===== src/rtl/pipeline_hazard_ctrl_pkg.sv =====
// rtl/pipeline_hazard_ctrl_pkg.sv - shared types and constants for the hazard controller
// Contents:
//   state_t     controller state encoding (ST_RUN=0, ST_BUSY=1)
//   PHC_REG_W   default register-address width
//   NOP_INSTR   instruction word loaded by IF/ID flush and ID/EX bubble consumers
package pipeline_hazard_ctrl_pkg;

    typedef enum logic {
        ST_RUN  = 1'b0,
        ST_BUSY = 1'b1
    } state_t;

    localparam int PHC_REG_W = 5;

    // sll $0,$0,0 - the canonical MIPS NOP
    localparam logic [31:0] NOP_INSTR = 32'h0000_0000;

endpackage


===== src/rtl/pipeline_hazard_ctrl_sat_counter.sv =====
// rtl/pipeline_hazard_ctrl_sat_counter.sv - saturating up-counter for performance events
// Ports:
//   Clock  in   rising-edge clock
//   Reset  in   synchronous active-high clear
//   Inc    in   count one event on this edge
//   Count  out  event count, holds at all-ones
module sat_counter #(
    parameter int W = 16
) (
    input  logic         Clock,
    input  logic         Reset,
    input  logic         Inc,
    output logic [W-1:0] Count
);

    always_ff @(posedge Clock) begin
        if (Reset) begin
            Count <= '0;
        end else if (Inc && (Count != {W{1'b1}})) begin
            Count <= Count + 1'b1;
        end
    end

endmodule


===== src/rtl/pipeline_hazard_ctrl.sv =====
// rtl/pipeline_hazard_ctrl.sv - IF/ID and ID/EX sequencing: load-use stall, MUL/DIV hold, branch flush
// Ports:
//   Clock, Reset                     rising-edge clock, synchronous active-high reset
//   ID_Rs, ID_Rt, ID_UsesRt          source operands of the instruction in ID
//   EX_MemRead, EX_Rt                load in EX and its destination register
//   EX_MulDivStart                   MUL/DIV occupying EX
//   BranchTaken                      branch/jump resolved taken in EX
//   PCWrite, IF_ID_Write             front-end write-enables
//   IF_ID_Flush, ID_EX_Bubble        NOP insertion into IF/ID and ID/EX
//   EX_Hold                          freeze ID/EX and the EX unit
//   StallCount, FlushCount           saturating performance counters
module pipeline_hazard_ctrl
    import pipeline_hazard_ctrl_pkg::*;
#(
    parameter int MULDIV_LAT = 4,
    parameter int CNT_W      = 16,
    parameter int REG_W      = PHC_REG_W
) (
    input  logic             Clock,
    input  logic             Reset,
    input  logic [REG_W-1:0] ID_Rs,
    input  logic [REG_W-1:0] ID_Rt,
    input  logic             ID_UsesRt,
    input  logic             EX_MemRead,
    input  logic [REG_W-1:0] EX_Rt,
    input  logic             EX_MulDivStart,
    input  logic             BranchTaken,
    output logic             PCWrite,
    output logic             IF_ID_Write,
    output logic             IF_ID_Flush,
    output logic             ID_EX_Bubble,
    output logic             EX_Hold,
    output logic [CNT_W-1:0] StallCount,
    output logic [CNT_W-1:0] FlushCount
);

    // Down-counter must hold MULDIV_LAT-1; keep at least one bit for MULDIV_LAT=2.
    localparam int CW = (MULDIV_LAT > 2) ? $clog2(MULDIV_LAT) : 1;

    state_t        state;
    logic [CW-1:0] cnt;
    logic          load_use;

    // $zero is never a real producer, so a load to r0 cannot create a hazard.
    assign load_use = EX_MemRead && (EX_Rt != '0) &&
                      ((EX_Rt == ID_Rs) || (ID_UsesRt && (EX_Rt == ID_Rt)));

    always_comb begin
        PCWrite      = 1'b1;
        IF_ID_Write  = 1'b1;
        IF_ID_Flush  = 1'b0;
        ID_EX_Bubble = 1'b0;
        EX_Hold      = 1'b0;
        if (!Reset) begin
            case (state)
                ST_RUN: begin
                    if (BranchTaken) begin
                        IF_ID_Flush  = 1'b1;
                        ID_EX_Bubble = 1'b1;
                    end else if (EX_MulDivStart) begin
                        PCWrite     = 1'b0;
                        IF_ID_Write = 1'b0;
                        EX_Hold     = 1'b1;
                    end else if (load_use) begin
                        PCWrite      = 1'b0;
                        IF_ID_Write  = 1'b0;
                        ID_EX_Bubble = 1'b1;
                    end
                end
                ST_BUSY: begin
                    // Last BUSY cycle (cnt==1) releases the front end while the
                    // MUL/DIV finishes its final EX cycle.
                    if (cnt > CW'(1)) begin
                        PCWrite     = 1'b0;
                        IF_ID_Write = 1'b0;
                        EX_Hold     = 1'b1;
                    end
                end
                default: ;
            endcase
        end
    end

    always_ff @(posedge Clock) begin
        if (Reset) begin
            state <= ST_RUN;
            cnt   <= '0;
        end else begin
            case (state)
                ST_RUN: begin
                    if (!BranchTaken && EX_MulDivStart) begin
                        cnt   <= CW'(MULDIV_LAT - 1);
                        state <= ST_BUSY;
                    end
                end
                ST_BUSY: begin
                    if (cnt > CW'(1)) begin
                        cnt <= cnt - 1'b1;
                    end else begin
                        cnt   <= '0;
                        state <= ST_RUN;
                    end
                end
                default: begin
                    cnt   <= '0;
                    state <= ST_RUN;
                end
            endcase
        end
    end

    sat_counter #(.W(CNT_W)) u_stall_cnt (
        .Clock (Clock),
        .Reset (Reset),
        .Inc   (~PCWrite),
        .Count (StallCount)
    );

    sat_counter #(.W(CNT_W)) u_flush_cnt (
        .Clock (Clock),
        .Reset (Reset),
        .Inc   (IF_ID_Flush),
        .Count (FlushCount)
    );

endmodule


===== config.mk =====
export PLATFORM = sky130hd
export DESIGN_NAME = pipeline_hazard_ctrl
export DESIGN_NICKNAME = d
export VERILOG_FILES = /design/src/rtl/pipeline_hazard_ctrl_pkg.sv /design/src/rtl/pipeline_hazard_ctrl_sat_counter.sv /design/src/rtl/pipeline_hazard_ctrl.sv
export SDC_FILE = /design/constraint.sdc
export NUM_CORES = 1
export LEC_CHECK = 0
export ABC_AREA = 1
export CAP_MARGIN = 20
export CORE_UTILIZATION = 30
export DETAILED_ROUTE_END_ITERATION = 7
export RECOVER_POWER = 50
export SLEW_MARGIN = 20
export SYNTH_ARGS = -nofsm -noshare
export SYNTH_HDL_FRONTEND = slang
export SYNTH_SLANG_ARGS = --single-unit
export TNS_END_PERCENT = 10

===== constraint.sdc =====
create_clock -name Clock -period 4.44 [get_ports Clock]
set_clock_uncertainty 0.05 [all_clocks]
set_input_delay 0.666 -clock Clock [delete_from_list [all_inputs] [get_ports Clock]]
set_output_delay 0.666 -clock Clock [all_outputs]
set_load 0.005 [all_outputs]

==> flow_metrics.py, run 1 <==
metrics = {
    "synthesis": {
        "ys_top_cells_by_area": "dfxtp_1 (31%), nand2_1 (16%), nor2_1 (9.2%)",
        "synthFlopType": "dfxtp_1",
        "synth_most_common_cell": "nand2_1",
        "async_flop_share_pct": 0,
        "synth_top_family_by_area": "simple AND/OR/NAND/NOR gates",
        "ys_types": 34,
        "syn_area_per_cell_um2": 6.341,
        "synth_top_area_share_pct": 31.13,
        "synth_fa_ha_area_share_pct": 1.112,
        "synthXorXnorAreaFrac_pct": 1.556,
        "syn_area_um2": 2251,
        "synth_nets": 378,
        "yosysSeqAreaShare_pct": 31.13,
        "synthSimpleGateAreaFrac_pct": 47.19,
        "synth_compound_area_share_pct": 7.226,
        "synth_edf_count": 0,
        "yosys_register_bits": 35,
        "yosys-top-cells-count": "nand2_1 (95), nor2_1 (55), inv_1 (42), dfxtp_1 (35), nand3_1 (26)",
        "synth_mux_area_share_pct": 0,
        "postSynthCellCount": 355,
        "synth_top_area_cell": "dfxtp_1",
        "ys_warn_count": 0,
    },
    "drt": {
        "wirelength_mm": 5.198,
        "initialDrtViolationCount": 77,
        "drc": 0,
        "wire_per_inst_um": 10.13,
        "vias": 2264,
        "dr.pass1.iters": 4,
        "detail-route-antenna-nets": 0,
        "via_per_inst": 4.413,
    },
    "timing": {
        "rsz0062_at_grt": "no",
        "slew_headroom_pct": 23.06,
        "tns_ns": 0,
        "setup_viol": 0,
        "fmax_mhz": 309.8,
        "tightest_slew_ns": 1.154,
        "worst_slack_ns": 1.212,
        "slew_violations": 0,
        "holdWs_ns": 0.4431,
        "finalHoldViolCount": 0,
        "fin_crit_sh_pct": 72.71,
        "layout_min_cycle_time_ns": 3.228,
    },
    "place": {
        "preCtsSetupSlack_ns": 1.199,
        "place.gp.congestion": 0.8109,
        "io_buffers": 57,
        "hpwl_mm": 3.958,
    },
    "setup_path": {
        "r2r_start": "u_flush_cnt.Count[0]",
        "worst-r2r-setup-slack_ns": 2.65,
        "crit_fanout": 22,
        "crit_type": "in2out",
        "end_kind": "output port",
        "cp-start-kind": "input pin",
        "r2r_end": "u_flush_cnt.Count[12]",
        "rr_worst_depth": 10,
        "critPathRequiredTime_ns": 3.72,
        "critPathArrivalTime_ns": 2.51,
    },
    "floorplanning": {
        "coreArea_um2": 7253,
        "die_w_um": 88.62,
        "rows": 31,
        "die_area_um2": 7854,
        "ioPinCount": 58,
        "initial_core_util_pct": 31.03,
        "die_h_um": 88.62,
    },
    "global_route": {
        "grt_pass1_wl_mm": 8.818,
        "grt_usage_pct": 14.34,
        "antenna_found_initial": 0,
        "grt_remaining_overflow": 0,
        "grt_max_degree": 28,
        "grt_pass1_vias": 1963,
    },
    "cts": {
        "cts_tree": "built",
        "clk_pin_slew_worst_paths_ns": 0.07,
        "cts_setup_buffers": 0,
        "cts_resized": 0,
        "cts_num_sinks": 35,
        "htree_levels": 2,
        "clockBufferDepth": 2,
        "cts_hold_buf": 0,
        "insertion_delay_ns": 0.29,
        "cts_root_buf": "clkbuf_8",
        "cts_inserted_buffers": 5,
    },
    "final_layout": {
        "syn_to_final_growth_pct": 33.02,
        "antenna_cells": 0,
        "layout.nets": 436,
        "drive_gt1_share_pct": 11.59,
        "utilization_pct": 41.28,
    },
    "worst_hold_path": {
        "min_from": "cnt[1]",
        "hold_end": "cnt[1]",
        "hold-path-cell-count": 2,
        "min_path_type": "reg2reg",
    },
    "pwr": {
        "p_total_mw": 0.6606,
        "p_per_area_nw_per_um2": 220.6,
        "p_leak_nw": 1.315,
        "vdd_drop_max_uv": 75.84,
    },
    "job": {
        "maxCapViolCount": 0,
    },
    "status": {
        "status": "complete, no violations",
    },
}
==> cell families after synthesis <==
| kind of cell | after synthesis |
|---|---|
| adder cells (fa/ha/maj) | 2 |
| flip-flops | 35 |
| AND/OR/NAND/NOR | 221 |
| AO/OA/AOI/OAI | 30 |
| buffers and inverters | 63 |
| XOR/XNOR | 4 |
==> how the worst max path moves through the flow <==
stage | start | endpoint | slack (ns) | cells after the start
2_1_floorplan | EX_Rt[2] | PCWrite | 2.18 | 10
3_3_place_gp | EX_Rt[4] | PCWrite | 1.24 | 11
3_5_place_dp | EX_Rt[4] | PCWrite | 1.20 | 11
4_1_cts | EX_Rt[4] | PCWrite | 1.20 | 11
5_1_grt | EX_Rt[4] | IF_ID_Write | 1.04 | 11
6_report | EX_Rt[4] | PCWrite | 1.21 | 11
==> flip-flops by register name, summed over array words and instances (netlist names) <==
register           count
u_flush_cnt.Count     16
u_stall_cnt.Count     16
cnt                    2
state                  1
==> metal layers <==
metal | global-route usage, % | routed length [um] | share of wire [%] | vias up
met2 | 23.43 | 2462 | 47 | 50
met5 | 0 | 0 | 0 | -
met3 | 3.918 | 257 | 4.9 | 2
met4 | 4.839 | 29 | 0.56 | 0
li1 | - | - | - | 1230
met1 | 18.23 | 2449 | 47 | 982
==> stage by stage <==
step | cells | instance area, um2
after floorplan | 355 | 2251
after global placement | 505 | 2898
after detailed placement | 505 | 2898
after CTS | 513 | 2998
after global routing | 513 | 2994
final | 513 | 2994
==> power by group <==
group          total [mW]  switching [mW]  internal (mW)
logic              0.0799          0.0426         0.0373
registers           0.322         0.00403          0.318
clock network       0.259           0.117          0.142
total               0.661           0.164          0.497
==> cells in the final DEF, fill, tap and decap left out, types with 3 or more instances in the layout <==
cell type        instances
a21oi_1                 16
clkbuf_8                 7
clkdlybuf4s50_1         24
dfxtp_1                 35
dlygate4sd3_1           33
inv_1                   42
inv_2                   13
nand2_1                 95
nand2_2                  5
nand3_1                 26
nand3_2                  4
nand4_1                  6
nor2_1                  55
nor2_2                   8
nor3_1                   6
nor3_4                   3
nor3b_1                  4
o21ai_0                  9
xnor2_1                  3
==> worst max-delay path, stage by stage <==
cell and delay [ns]:
clkdlybuf4s50_1 0.54, inv_2 0.05, nand2_1 0.05, nand2_1 0.05, nor2_1 0.10, nand3_1 0.07, nand2_1 0.10, nand3_2 0.09
nand2_4 0.22, nand2_1 0.10, clkdlybuf4s50_1 0.46
==> layout make-up <==
cell class,count,area (um2)
clock buffers,8,100.1
repair buffers,58,574.3
flip-flops and latches,35,700.7
fillers,778,4259
inverters,56,210.2
multi-input cells,257,1285
well taps,99,123.9
No activity file was read; power rests on OpenSTA's default activity.
==> run 2, diff against run 1 <==
Clock period 4.44 ns to 2.87 ns, I/O delays scaled along.
==> run 2 against run 1 <==
  * Clock power increased by 40%
  * Non-clock buffer count increased by 3
  * Register-to-register slack got worse by 1.8 ns
  * Clock-buffer cell count decreased by 2
  * Critical path type unchanged
  * Largest cell class unchanged
==> flow_metrics.py, run 2 (same netlist as run 1, synthesis figures left out) <==
metrics = {
    "status": {
        "status": "complete, no violations",
    },
    "drt": {
        "vias": 2288,
        "dr.pass1.iters": 4,
        "drc": 0,
        "detail-route-antenna-nets": 0,
        "via_per_inst": 4.443,
        "wire_per_inst_um": 10.17,
        "initialDrtViolationCount": 101,
        "wirelength_mm": 5.235,
    },
    "cts": {
        "cts_setup_buffers": 0,
        "cts_tree": "built",
        "cts_resized": 0,
        "cts_hold_buf": 0,
        "insertion_delay_ns": 0.29,
        "clk_pin_slew_worst_paths_ns": 0.07,
        "cts_num_sinks": 35,
        "cts_inserted_buffers": 5,
        "clockBufferDepth": 2,
        "htree_levels": 2,
        "cts_root_buf": "clkbuf_8",
    },
    "final_layout": {
        "syn_to_final_growth_pct": 33.41,
        "final_cell_mix": "nand2_1 (96), nor2_1 (55), inv_1 (43)",
        "stdcell_area_um2": 3003,
        "multi_input_area_um2": 1287,
        "drive_gt1_share_pct": 11.78,
        "antenna_cells": 0,
        "fin_cells": 515,
        "reg_top3": "u_flush_cnt.Count (16), u_stall_cnt.Count (16), cnt (2)",
        "fillers": 785,
        "utilization_pct": 41.40,
        "seq_area_um2": 700.7,
        "final_common_cell": "nand2_1",
        "layout.nets": 439,
    },
    "pwr": {
        "comb_power_share_pct": 12.9,
        "swShare_pct": 25.12,
        "p_per_area_nw_per_um2": 329.4,
        "vdd_drop_max_uv": 125.5,
        "power.internal_mw": 0.7407,
        "p_leak_nw": 1.315,
        "switching_power_mw": 0.2484,
        "seq_power_share_pct": 50.4,
        "p_clk_share_pct": 36.7,
    },
    "global_route": {
        "grt_pass1_vias": 1986,
        "grt_usage_pct": 14.33,
        "grt_pass1_wl_mm": 8.832,
        "grt_remaining_overflow": 0,
        "grt_max_degree": 28,
        "antenna_found_initial": 0,
    },
    "timing": {
        "tightest_slew_ns": 1.212,
        "holdWs_ns": 0.4403,
        "fin_crit_sh_pct": 92.42,
        "slew_violations": 0,
        "slew_headroom_pct": 19.21,
        "finalHoldViolCount": 0,
        "rsz0062_at_grt": "no",
        "setup_viol": 0,
        "layout_min_cycle_time_ns": 2.652,
        "fmax_mhz": 377.0,
        "tns_ns": 0,
    },
    "setup_path": {
        "end_kind": "output port",
        "critPathRequiredTime_ns": 2.39,
        "crit_fanout": 4,
        "cp-start-kind": "input pin",
        "critPathArrivalTime_ns": 2.17,
        "crit_type": "in2out",
    },
    "floorplanning": {
        "ioPinCount": 58,
        "coreArea_um2": 7253,
        "die_w_um": 88.62,
        "rows": 31,
        "die_h_um": 88.62,
        "initial_core_util_pct": 31.03,
        "die_area_um2": 7854,
    },
    "job": {
        "maxCapViolCount": 0,
    },
    "place": {
        "place_area_um2": 2920,
        "place.gp.congestion": 0.8214,
        "hpwl_mm": 4.081,
        "place_inst": 508,
        "io_buffers": 57,
    },
    "worst_hold_path": {
        "min_path_type": "reg2reg",
    },
}
## run 2: cell count changes in the layout (fill, tap and decap cells not counted), sizes merged
cell           change
clkdlybuf4s50      +3
dlygate4sd3        -3
buf                +2
clkbuf             -1
clkinv             +1
## run 2: layer usage
| metal | routed length (um) | part of all wire [%] | global-route usage (%) | vias up |
|---|---|---|---|---|
| met2 | 2463 | 47 | 24.48 | 49 |
| met4 | 58 | 1.1 | 4.399 | 0 |
| met3 | 253 | 4.8 | 3.078 | 6 |
| li1 | - | - | - | 1237 |
| met1 | 2460 | 47 | 18.04 | 996 |
| met5 | 0 | 0 | 0 | - |
## run 2: cell type report
class                      count  area share, %
clock buffer                   6          2.750
multi-input combinational    257          42.87
sequential                    35          23.33
clock inverter                 1         0.1667
inverter                      56          7.000
timing repair buffer          61          19.75
tap                           99          4.125
## run 2: final timing paths
| kind | slack (ns) | end | depth (start not counted) | start |
|---|---|---|---|---|
| worst min register to register | 0.44 | cnt[1] | 2 | cnt[1] |
| worst max-delay path | 0.22 | ID_EX_Bubble | 10 | EX_Rt[3] |
| worst max register to register | 0.84 | u_flush_cnt.Count[14] | 10 | u_flush_cnt.Count[0] |
| worst min-delay path | 0.44 | cnt[1] | 2 | cnt[1] |
## run 2: power by group through the flow
| stage | combinational (mW) | clock [mW] | sequential [mW] |
|---|---|---|---|
| global placement | 0.129 | 0 | 0.509 |
| floorplan | 0.0729 | 0 | 0.509 |
| CTS | 0.131 | 0.378 | 0.498 |
| global route | 0.145 | 0.396 | 0.499 |
| detailed placement | 0.131 | 0 | 0.510 |
| finish | 0.128 | 0.363 | 0.498 |
## run 2: critical path, cell delays in order
cell and delay, ns:
clkdlybuf4s50_1 0.54, inv_2 0.05, nand2_1 0.05, nand2_1 0.06, nor2_1 0.08, nand3_1 0.08, nand2_1 0.09, nand2_1 0.06
o31ai_2 0.19, clkdlybuf4s50_1 0.54
## run 2: per-stage QoR
stage               power (mW)  worst slack (ns)
detailed placement      0.6408            0.1795
global route             1.040           0.04128
global placement        0.6388            0.1892
CTS                      1.008            0.1547
floorplan               0.5817             1.080
finish                  0.9891            0.2175
